<file path="src/rtl/fetch_ctrl.sv">
// Instruction-fetch sequencer: steps the PC, runs one-at-a-time imem transactions, buffers the word for decode.
// Optional misaligned-target trapping is enabled by defining FETCH_CTRL_MISALIGN_EN.
module fetch_ctrl #(
    parameter int XLEN = 32
) (
    input  logic            clock,
    input  logic            reset,
    input  logic [XLEN-1:0] pc,
    output logic            pc_pause,
    output logic [XLEN-1:0] pc_npc,
    input  logic            redirect,
    input  logic [XLEN-1:0] redirect_pc,
    output logic            imem_req,
    output logic [XLEN-1:0] imem_addr,
    input  logic            imem_ack,
    input  logic            imem_rvalid,
    input  logic [31:0]     imem_rdata,
    input  logic            id_ready,
    output logic            if_valid,
    output logic [XLEN-1:0] if_pc,
    output logic [31:0]     if_instr,
    output logic            fetch_fault
);

`ifdef FETCH_CTRL_MISALIGN_EN
    typedef enum logic [2:0] {IDLE, REQ, WAIT, HOLD, FAULT} state_t;
`else
    typedef enum logic [1:0] {IDLE, REQ, WAIT, HOLD} state_t;
`endif

    state_t            state_q, state_d;
    logic [XLEN-1:0]   req_addr_q, req_addr_d;
    logic              kill_q, kill_d;
    logic              imem_req_q, imem_req_d;
    logic              if_valid_q, if_valid_d;
    logic [XLEN-1:0]   if_pc_q, if_pc_d;
    logic [31:0]       if_instr_q, if_instr_d;
    logic              start_fetch;
`ifdef FETCH_CTRL_MISALIGN_EN
    logic              fault_q, fault_d;
`endif

    // A redirect always wins; otherwise the PC only moves when a live fetch is accepted.
    always_comb begin
        pc_npc   = pc + XLEN'(4);
        pc_pause = 1'b1;
        if (redirect) begin
            pc_pause = 1'b0;
            pc_npc   = redirect_pc;
        end else if (state_q == REQ && imem_ack && !kill_q) begin
            pc_pause = 1'b0;
        end
    end

    always_comb begin
        // NOTE: every target gets a default before the case so no path can infer a latch.
        state_d     = state_q;
        req_addr_d  = req_addr_q;
        kill_d      = kill_q;
        if_valid_d  = if_valid_q;
        if_pc_d     = if_pc_q;
        if_instr_d  = if_instr_q;
        start_fetch = 1'b0;
`ifdef FETCH_CTRL_MISALIGN_EN
        fault_d     = fault_q;
`endif

        case (state_q)
            // A redirect here holds IDLE one cycle so the updated pc is the one sampled.
            IDLE: if (!redirect) start_fetch = 1'b1;
            REQ: begin
                if (redirect) kill_d = 1'b1;
                if (imem_ack) state_d = WAIT;
            end
            WAIT: begin
                if (imem_rvalid) begin
                    if (kill_q || redirect) begin
                        kill_d  = 1'b0;
                        state_d = IDLE;
                    end else begin
                        if_instr_d = imem_rdata;
                        if_pc_d    = req_addr_q;
                        if_valid_d = 1'b1;
                        state_d    = HOLD;
                    end
                end else if (redirect) begin
                    kill_d = 1'b1;
                end
            end
            HOLD: begin
                if (redirect) begin
                    if_valid_d = 1'b0;
                    state_d    = IDLE;
                end else if (id_ready) begin
                    if_valid_d  = 1'b0;
                    start_fetch = 1'b1;
                end
            end
`ifdef FETCH_CTRL_MISALIGN_EN
            FAULT: begin
                if (redirect) begin
                    fault_d = 1'b0;
                    state_d = IDLE;
                end
            end
`endif
            default: state_d = IDLE;
        endcase

        // Shared IDLE/HOLD exit: capture the PC and either launch the fetch or trap it.
        if (start_fetch) begin
            req_addr_d = pc;
`ifdef FETCH_CTRL_MISALIGN_EN
            if (pc[1:0] != 2'b00) begin
                fault_d = 1'b1;
                if_pc_d = pc;
                state_d = FAULT;
            end else begin
                state_d = REQ;
            end
`else
            state_d = REQ;
`endif
        end

        imem_req_d = (state_d == REQ);
    end

    always_ff @(posedge clock) begin
        if (reset) begin
            state_q    <= IDLE;
            req_addr_q <= '0;
            kill_q     <= 1'b0;
            imem_req_q <= 1'b0;
            if_valid_q <= 1'b0;
            if_pc_q    <= '0;
            if_instr_q <= '0;
`ifdef FETCH_CTRL_MISALIGN_EN
            fault_q    <= 1'b0;
`endif
        end else begin
            // NOTE: state updates are non-blocking so every flop samples pre-edge values.
            state_q    <= state_d;
            req_addr_q <= req_addr_d;
            kill_q     <= kill_d;
            imem_req_q <= imem_req_d;
            if_valid_q <= if_valid_d;
            if_pc_q    <= if_pc_d;
            if_instr_q <= if_instr_d;
`ifdef FETCH_CTRL_MISALIGN_EN
            fault_q    <= fault_d;
`endif
        end
    end

    assign imem_req = imem_req_q;
    assign if_valid = if_valid_q;
    assign if_pc    = if_pc_q;
    assign if_instr = if_instr_q;
`ifdef FETCH_CTRL_MISALIGN_EN
    assign imem_addr   = req_addr_q;
    assign fetch_fault = fault_q;
`else
    assign imem_addr   = {req_addr_q[XLEN-1:2], 2'b00};
    assign fetch_fault = 1'b0;
`endif

endmodule

</file>
<file path="config.mk">
export PLATFORM = sky130hd
export DESIGN_NAME = fetch_ctrl
export DESIGN_NICKNAME = d
export VERILOG_FILES = /design/src/rtl/fetch_ctrl.sv
export SDC_FILE = /design/constraint.sdc
export NUM_CORES = 1
export LEC_CHECK = 0
export ABC_AREA = 1
export CORE_MARGIN = 2
export CORE_UTILIZATION = 35
export DETAILED_ROUTE_END_ITERATION = 8
export MAX_ROUTING_LAYER = met4
export PLACE_DENSITY_LB_ADDON = 0.05
export REMOVE_ABC_BUFFERS = 1
export SLEW_MARGIN = 20
export SYNTH_ARGS = -nofsm -noshare
export SYNTH_HDL_FRONTEND = slang
export SYNTH_SLANG_ARGS = --single-unit
</file>
<file path="constraint.sdc">
create_clock -name clock -period 4.8 [get_ports clock]
set_clock_uncertainty 0.1 [all_clocks]
set_input_delay 0.72 -clock clock [delete_from_list [all_inputs] [get_ports clock]]
set_output_delay 0.72 -clock clock [all_outputs]
set_load 0.01 [all_outputs]
</file>
# Yosys cells after proc, flatten, opt, wreduce, memory -nomap -nowiden

Index checks and enable logic that the tools add are counted.

$add $sub $neg: 1
Equality and inequality tests: 8
Mux-type cells: 22
Bitwise gates (word level): 1
Reduce and logical (&&, ||, !) cells: 10

Operators with widths:

| operator                                                         | count |
|---|---|
| 32-bit by 3-bit adder with 32-bit output (second input constant) | 1 |
| 32-bit 2-to-1 mux                                                | 1 |
| 1-bit 2-to-1 mux                                                 | 12 |
| 2-bit 2-to-1 mux                                                 | 5 |
| 3-bit != test (second input constant)                            | 2 |
| 1-bit case mux with 2 select lines                               | 3 |
| 2-bit case mux with 3 select lines                               | 1 |
| 2-bit by 1-bit == test with 1-bit output (second input constant) | 2 |
| 2-bit == test (second input constant)                            | 2 |
| 2-bit != test (second input constant)                            | 2 |
| 4-bit AND reduction                                              | 1 |
| 2-bit nonzero test                                               | 2 |
| 3-bit AND reduction                                              | 1 |
| 1-bit logical AND                                                | 2 |
| 2-bit logical NOT                                                | 1 |
| 2-bit AND reduction                                              | 1 |
| 1-bit logical NOT                                                | 1 |
| 1-bit logical OR                                                 | 1 |
| 1-bit inverter                                                   | 1 |

Bits in registers: 101
Bits of input ports: 102
Output and inout bits: 132
Logic and storage cells: 49

# Logic depth before layout (Yosys ltp)

Gate-level depths: netlist (run 1).

Depth in word-level cells: 6
Mapped depth: 10
Gate-level depth less buffers: 10

# Worst setup path after synthesis (run 1)

Ideal clock, no wire load.

Kind: input port to output port
Start: input port pc[2]
End: output port pc_npc[18]
Arrival: 1659 ps
Required time: 3980 ps
Slack: 2321 ps
Stages on the path: 8
Buffers on the path: 0
Path through: ha_1 -> nand2_1 -> nor2_4 -> nand2_4 -> nor2_2 -> xor2_1 -> nand2_1 -> nand2_1

Longest elaborated chain between the ends: 2

RTL lines:

| what                                     | RTL line | RTL |
|---|---|---|
| start: declaration                       | 8        | `input logic [XLEN-1:0] pc,` |
| 32-bit by 3-bit adder with 32-bit output | 45       | `pc_npc = pc + XLEN'(4);` |
| 32-bit 2-to-1 mux                        | 47       | `if (redirect) begin` |
| end: declaration                         | 10       | `output logic [XLEN-1:0] pc_npc,` |

No other way between the ends.

# Worst setup path in the final report (run 1)

Ends and elaborated chain as after synthesis.

==> results_dict.tcl, run 1 <==
set metrics [dict create \
    drc_errors 0 \
    worst_slew_pin_slew_ns 0.841 \
    multiInputGateArea_mm2 0.00259 \
    avgSynthCellArea_um2 6.60 \
    die_h_um 126 \
    critPathLaunch "pc[2]" \
    min_period_ns 3.88 \
    slew_violations 0 \
    ys_ff_latch 101 \
    cp-start-kind "input port" \
    rr_worst_depth 7 \
    hold_path.class "register to register" \
    setup_violations 0 \
    period_share_pct 80.9 \
    cts_sinks 101 \
    post_cts_resize_count 0 \
    setup_tns_ns 0 \
    synth_commonest_cells "nor2_1, nand2_1, o21ai_0, dfxtp_1, buf_4" \
    cpMaxStageDelayCell "clkdlybuf4s50_1" \
    postLayoutCoreUtil_pct 52.8 \
    antenna_found_initial 0 \
    wl_per_cell_um 14.5 \
    end_kind "primary output" \
    dpl_cell_area_mm2 0.00731 \
    seq_area_mm2 0.00202 \
    grt_max_degree 66 \
    fp.coreArea_mm2 0.0145 \
    clk_latency_ns 0.35 \
    crit_required_ns 3.98 \
    cts.hold.buffers_added 0 \
    cp.arrival_ns 3.06 \
    synth_ff_type "dfxtp_1" \
    yosysTopAreaCellShare_pct 39.1 \
    power_mw 3.14 \
    rrSetupSlack_ns 2.17 \
    path_common_cell "nand2_1" \
    synth_area_leaders "dfxtp_1, nor2_1, nand2_1" \
    synth-edff-count 0 \
    rsz0062_at_grt "no" \
    clock-root-buffer "clkbuf_16" \
    grt_first_pass_wirelength_um 26400 \
    holdWs_ns 0.382 \
    p_leak_nw 3.04 \
    ant_nets 0 \
    hpwl_um 12100 \
    h-tree-depth 3 \
    grt.overflow.total 0 \
    die-area_mm2 0.0158 \
    numCtsBuffers 9 \
    rr_endpoint "req_addr_q[24]$_SDFFE_PP0P_" \
    vdd_drop_max_uv 279 \
    diodes 0 \
    cts_buffer_depth 2 \
    worstPathMaxFanout 6 \
    drive_gt1_share_pct 5.28 \
    synth_warnings 0 \
    drtPass1Iterations 7 \
    cp-endpoint "pc_npc[18]" \
    synth_cell_types 27 \
    max_freq_mhz 258 \
    power_density_mw_per_mm2 410 \
    drt-total-wl_um 16600 \
    final_cell_area_mm2 0.00764 \
    syn_inst 783 \
    port_buffers 230 \
    grt_pass1_vias 5227 \
    gp_congestion 0.870 \
    worst_path_largest_cell_delay_ns 0.63 \
    yosysMostFrequentCell "nor2_1" \
    post_cts_buffers 0 \
    avgViaCountPerCell 4.74 \
    post-synth-top-area-cell "dfxtp_1" \
    grt_use_total_pct 21.3 \
    cp_cell_sequence "clkdlybuf4s50_1, ha_1, nand2_1, nor2_4, nand2_4, nor2_2, xor2_1, nand2_1, nand2_1, clkdlybuf4s50_1" \
    start_util_pct 35.7 \
    die_x_um 126 \
    num_rows 44 \
    initialDrtViolationCount 289 \
    clk_transition_reported_paths_ns 0.06 \
    netlist_area_mm2 0.00517 \
    cap_violations 0 \
    ioPinCount 234 \
    critical_path_class "input port to primary output" \
    fillers 1433 \
    status "complete, no violations" \
    vias 5449 \
    finalHoldViolCount 0 \
    syn_to_final_growth_pct 47.9 \
    cts_tree "built" \
    async_reset_ff_share_pct 0 \
    slew-limit-headroom_pct 44.0 \
    final_nets 1069 \
    reg2reg_from "state_q[1]$_SDFF_PP0_" \
    seq_area_frac_synth_pct 39.1 \
]
-- layout by cell type, fill, tap and decap left out, types with 2 or more instances in the layout --
cell	n
clkdlybuf4s50_1	229
nor2_1	200
nand2_1	170
o21ai_0	106
dfxtp_1	101
inv_1	30
a21oi_1	28
nand3_1	19
clkbuf_16	9
nor2_2	8
nor2_4	7
o21ai_1	7
ha_1	7
inv_2	6
xor2_1	6
nand2_2	5
buf_4	4
conb_1	3
nand2_4	2
nor3_1	2
a31oi_1	2
clkbuf_8	2
bufinv_16	2
-- worst max-delay path: cells and delay by family --
| family | cells | cell delay [ns] |
|---|---|---|
| adders and majority gates | 1 | 0.33 |
| and+or+nand+nor | 6 | 0.70 |
| xor gates and xnor gates | 1 | 0.15 |
| buffers and inverters | 2 | 1.16 |
-- sequential cells by signal, summed over array words and instances, names as in the netlist --
name and cells:
if_instr 32, if_pc 32, if_valid 1, imem_req 1, kill_q 1, req_addr_q 32
state_q 2
-- power breakdown --
part,total [mW],switching (mW),internal [mW]
clock network,0.812,0.323,0.489
logic,1.15,0.579,0.572
registers,1.17,0.135,1.04
-- stage by stage --
step           instances  setup WS [ns]
2_1_floorplan        715           1.70
3_3_place_gp        1133           1.04
3_5_place_dp        1133          0.961
4_1_cts             1149          0.938
5_1_grt             1149          0.781
6_report            1149          0.918
-- worst min-delay path by stage --
stage,to,cells after the start,start,slack (ns)
after detailed placement,if_pc[0]$_SDFFE_PP0P_,2,if_pc[0]$_SDFFE_PP0P_,0.37
after global placement,if_pc[1]$_SDFFE_PP0P_,2,if_pc[1]$_SDFFE_PP0P_,0.36
after global routing,if_instr[29]$_SDFFE_PP0P_,2,if_instr[29]$_SDFFE_PP0P_,0.40
after floorplan,req_addr_q[0]$_SDFFE_PP0P_,2,req_addr_q[0]$_SDFFE_PP0P_,0.35
after CTS,if_pc[0]$_SDFFE_PP0P_,2,if_pc[0]$_SDFFE_PP0P_,0.39
final,if_pc[6]$_SDFFE_PP0P_,2,if_pc[6]$_SDFFE_PP0P_,0.38
-- logic make-up after synthesis --
group,share of synthesized area (%)
simple gates,32.9
compound gates,14.2
buf+inv,11.0
flops,39.1
fa+ha+maj,1.69
xor+xnor,1.02
other cells,0.0726
-- layout make-up --
class / instances / share of cell area, %
sequential: 101 / 26.5
timing repair buffer: 234 / 30.4
tap: 184 / 3.01
inverter: 37 / 1.85
clock buffer: 12 / 3.36
clock inverter: 4 / 1.01
multi-input combinational: 577 / 33.9
-- per-layer routing --
metal	track usage [%]	vias to the layer above	wire length (um)
li1	-	2791	-
met1	26.7	2459	7450
met2	35.2	184	7920
met3	3.42	15	1020
met4	6.93	0	248
met5	-	-	0
(Power assumes the default switching activity.)
==> inputs of run 2 (changes only) <==
Clock period 4.8 ns to 3.62 ns, I/O delays scaled along.
==> run 2 against run 1 <==
  * Power is 30% higher
  * Largest power group unchanged
  * Setup slack worse by 0.60 ns
  * Combinational power increased by 34%
  * Cell area rose by 0.33%
  * Routed wire length decreased by 0.79%
  * Global-route usage is 0.054 points higher
  * Core utilization rose by 0.17 points
  * Clock power up 21%
  * Die area unchanged
  * Critical path depth down 2
  * Critical path type unchanged
  * Non-clock buffer count increased by 5
  * Hold slack better by 0.0010 ns
==> results_dict.tcl, run 2 (synthesis gave the netlist of run 1 again) <==
set metrics [dict create \
    reg2reg_from "state_q[1]$_SDFF_PP0_" \
    finalHoldViolCount 0 \
    power_density_mw_per_mm2 532 \
    clk_latency_ns 0.35 \
    final_cell_area_mm2 0.00767 \
    met2_length_um 7740 \
    fillers 1463 \
    ant_nets 0 \
    drtPass1Iterations 4 \
    cap_violations 0 \
    ioPinCount 234 \
    post_cts_buffers 0 \
    num_rows 44 \
    worst_slew_pin_slew_ns 0.778 \
    drt-total-wl_um 16500 \
    die_x_um 126 \
    diodes 0 \
    numCtsBuffers 9 \
    dp_slack_ns 0.350 \
    final_common_cell "clkdlybuf4s50_1" \
    port_buffers 230 \
    clk_transition_reported_paths_ns 0.07 \
    hold_path.class "register to register" \
    cts.hold.buffers_added 0 \
    path_buf_inv 3 \
    vias 5481 \
    rr_endpoint "req_addr_q[24]$_SDFFE_PP0P_" \
    rrSetupSlack_ns 1.47 \
    clock-root-buffer "clkbuf_16" \
    critPathLaunch "pc[3]" \
    slew-limit-headroom_pct 48.1 \
    grt_pass1_vias 5202 \
    path_delay_family "buffers and inverters" \
    p_leak_nw 3.05 \
    cts_sinks 101 \
    hp-start "req_addr_q[1]$_SDFFE_PP0P_" \
    postLayoutCoreUtil_pct 53.0 \
    hold_path_end "req_addr_q[1]$_SDFFE_PP0P_" \
    die_h_um 126 \
    end_kind "primary output" \
    syn_to_final_growth_pct 48.4 \
    layout_common_cells "clkdlybuf4s50_1, nor2_1, nand2_1" \
    fp.coreArea_mm2 0.0145 \
    final_nets 1074 \
    h-tree-depth 3 \
    antenna_found_initial 0 \
    fin_ws_ns 0.317 \
    routed.top_layer "met4" \
    crit_required_ns 2.98 \
    grt.overflow.total 0 \
    drc_errors 0 \
    setup_violations 0 \
    period_share_pct 91.2 \
    cpMaxStageDelayCell "clkdlybuf4s50_1" \
    cts_tree "built" \
    initialDrtViolationCount 377 \
    avgViaCountPerCell 4.75 \
    min_period_ns 3.30 \
    drive_gt1_share_pct 5.77 \
    rr_worst_depth 7 \
    cp-start-kind "input port" \
    slew_violations 0 \
    die-area_mm2 0.0158 \
    rsz0062_at_grt "no" \
    path_common_cell "clkdlybuf4s50_1" \
    vdd_drop_max_uv 261 \
    critical_path_class "input port to primary output" \
    wl_met1_um 7490 \
    min_path_cells 2 \
    met3_length_um 989 \
    power_mw 4.08 \
    grt_max_degree 65 \
    dpl_cell_area_mm2 0.00737 \
    grt_use_total_pct 21.4 \
    status "complete, no violations" \
    grt_first_pass_wirelength_um 26700 \
    worstPathMaxFanout 5 \
    hpwl_um 12300 \
    cp_cell_sequence "clkdlybuf4s50_1, ha_1, buf_4, nand3_1, nor2_2, nand2_1, a31oi_1, clkdlybuf4s50_1" \
    cts_buffer_depth 2 \
    cp.arrival_ns 2.66 \
    setup_tns_ns 0 \
    gp_congestion 0.877 \
    wl_per_cell_um 14.3 \
    worst_path_largest_cell_delay_ns 0.56 \
    post_cts_resize_count 0 \
    start_util_pct 35.7 \
    max_freq_mhz 303 \
]
-- run 2: worst reg2reg max path, stage by stage, from the launching register on --
cell and delay, ns:
dfxtp_1 0.43, inv_1 0.13, ha_1 0.32, nor2_1 0.10
nand2_1 0.08, inv_2 0.57, o21ai_0 0.21, a21oi_1 0.15
-- run 2: where the power goes --
group | internal [mW] | switching [mW] | total [mW]
clock | 0.543 | 0.440 | 0.982
combinational | 0.773 | 0.770 | 1.54
sequential | 1.38 | 0.177 | 1.55
-- run 2: metrics by stage --
step           instances  hold WS, ns
4_1_cts             1154        0.386
3_5_place_dp        1138        0.371
2_1_floorplan        715        0.350
6_report            1154        0.383
5_1_grt             1154        0.406
3_3_place_gp        1138        0.362
-- run 2: per-layer routing --
layer / vias up / global-route usage [%]
li1: 2804 / -
met1: 2493 / 26.8
met2: 165 / 34.9
met3: 19 / 4.07
met4: 0 / 6.60
met5: - / -
-- run 2: worst max-delay path by stage --
| stage | slack (ns) | cells past startpoint | endpoint |
|---|---|---|---|
| 2_1_floorplan | 0.67 | 7 | imem_req$_SDFF_PP0_ |
| 3_3_place_gp | 0.33 | 10 | pc_npc[30] |
| 3_5_place_dp | 0.35 | 10 | pc_npc[30] |
| 4_1_cts | 0.32 | 10 | pc_npc[30] |
| 5_1_grt | 0.09 | 8 | pc_npc[14] |
| 6_report | 0.32 | 8 | pc_npc[14] |
-- run 2: final cells by class --
cell class	instances	area [um^2]	area share (%)
Clock buffer	10	229	2.99
Clock inverter	6	70.1	0.914
Inverter	37	139	1.81
Multi-Input combinational cell	577	2590	33.8
Sequential cell	101	2020	26.4
Tap cell	184	230	3.00
Timing Repair Buffer	239	2390	31.2
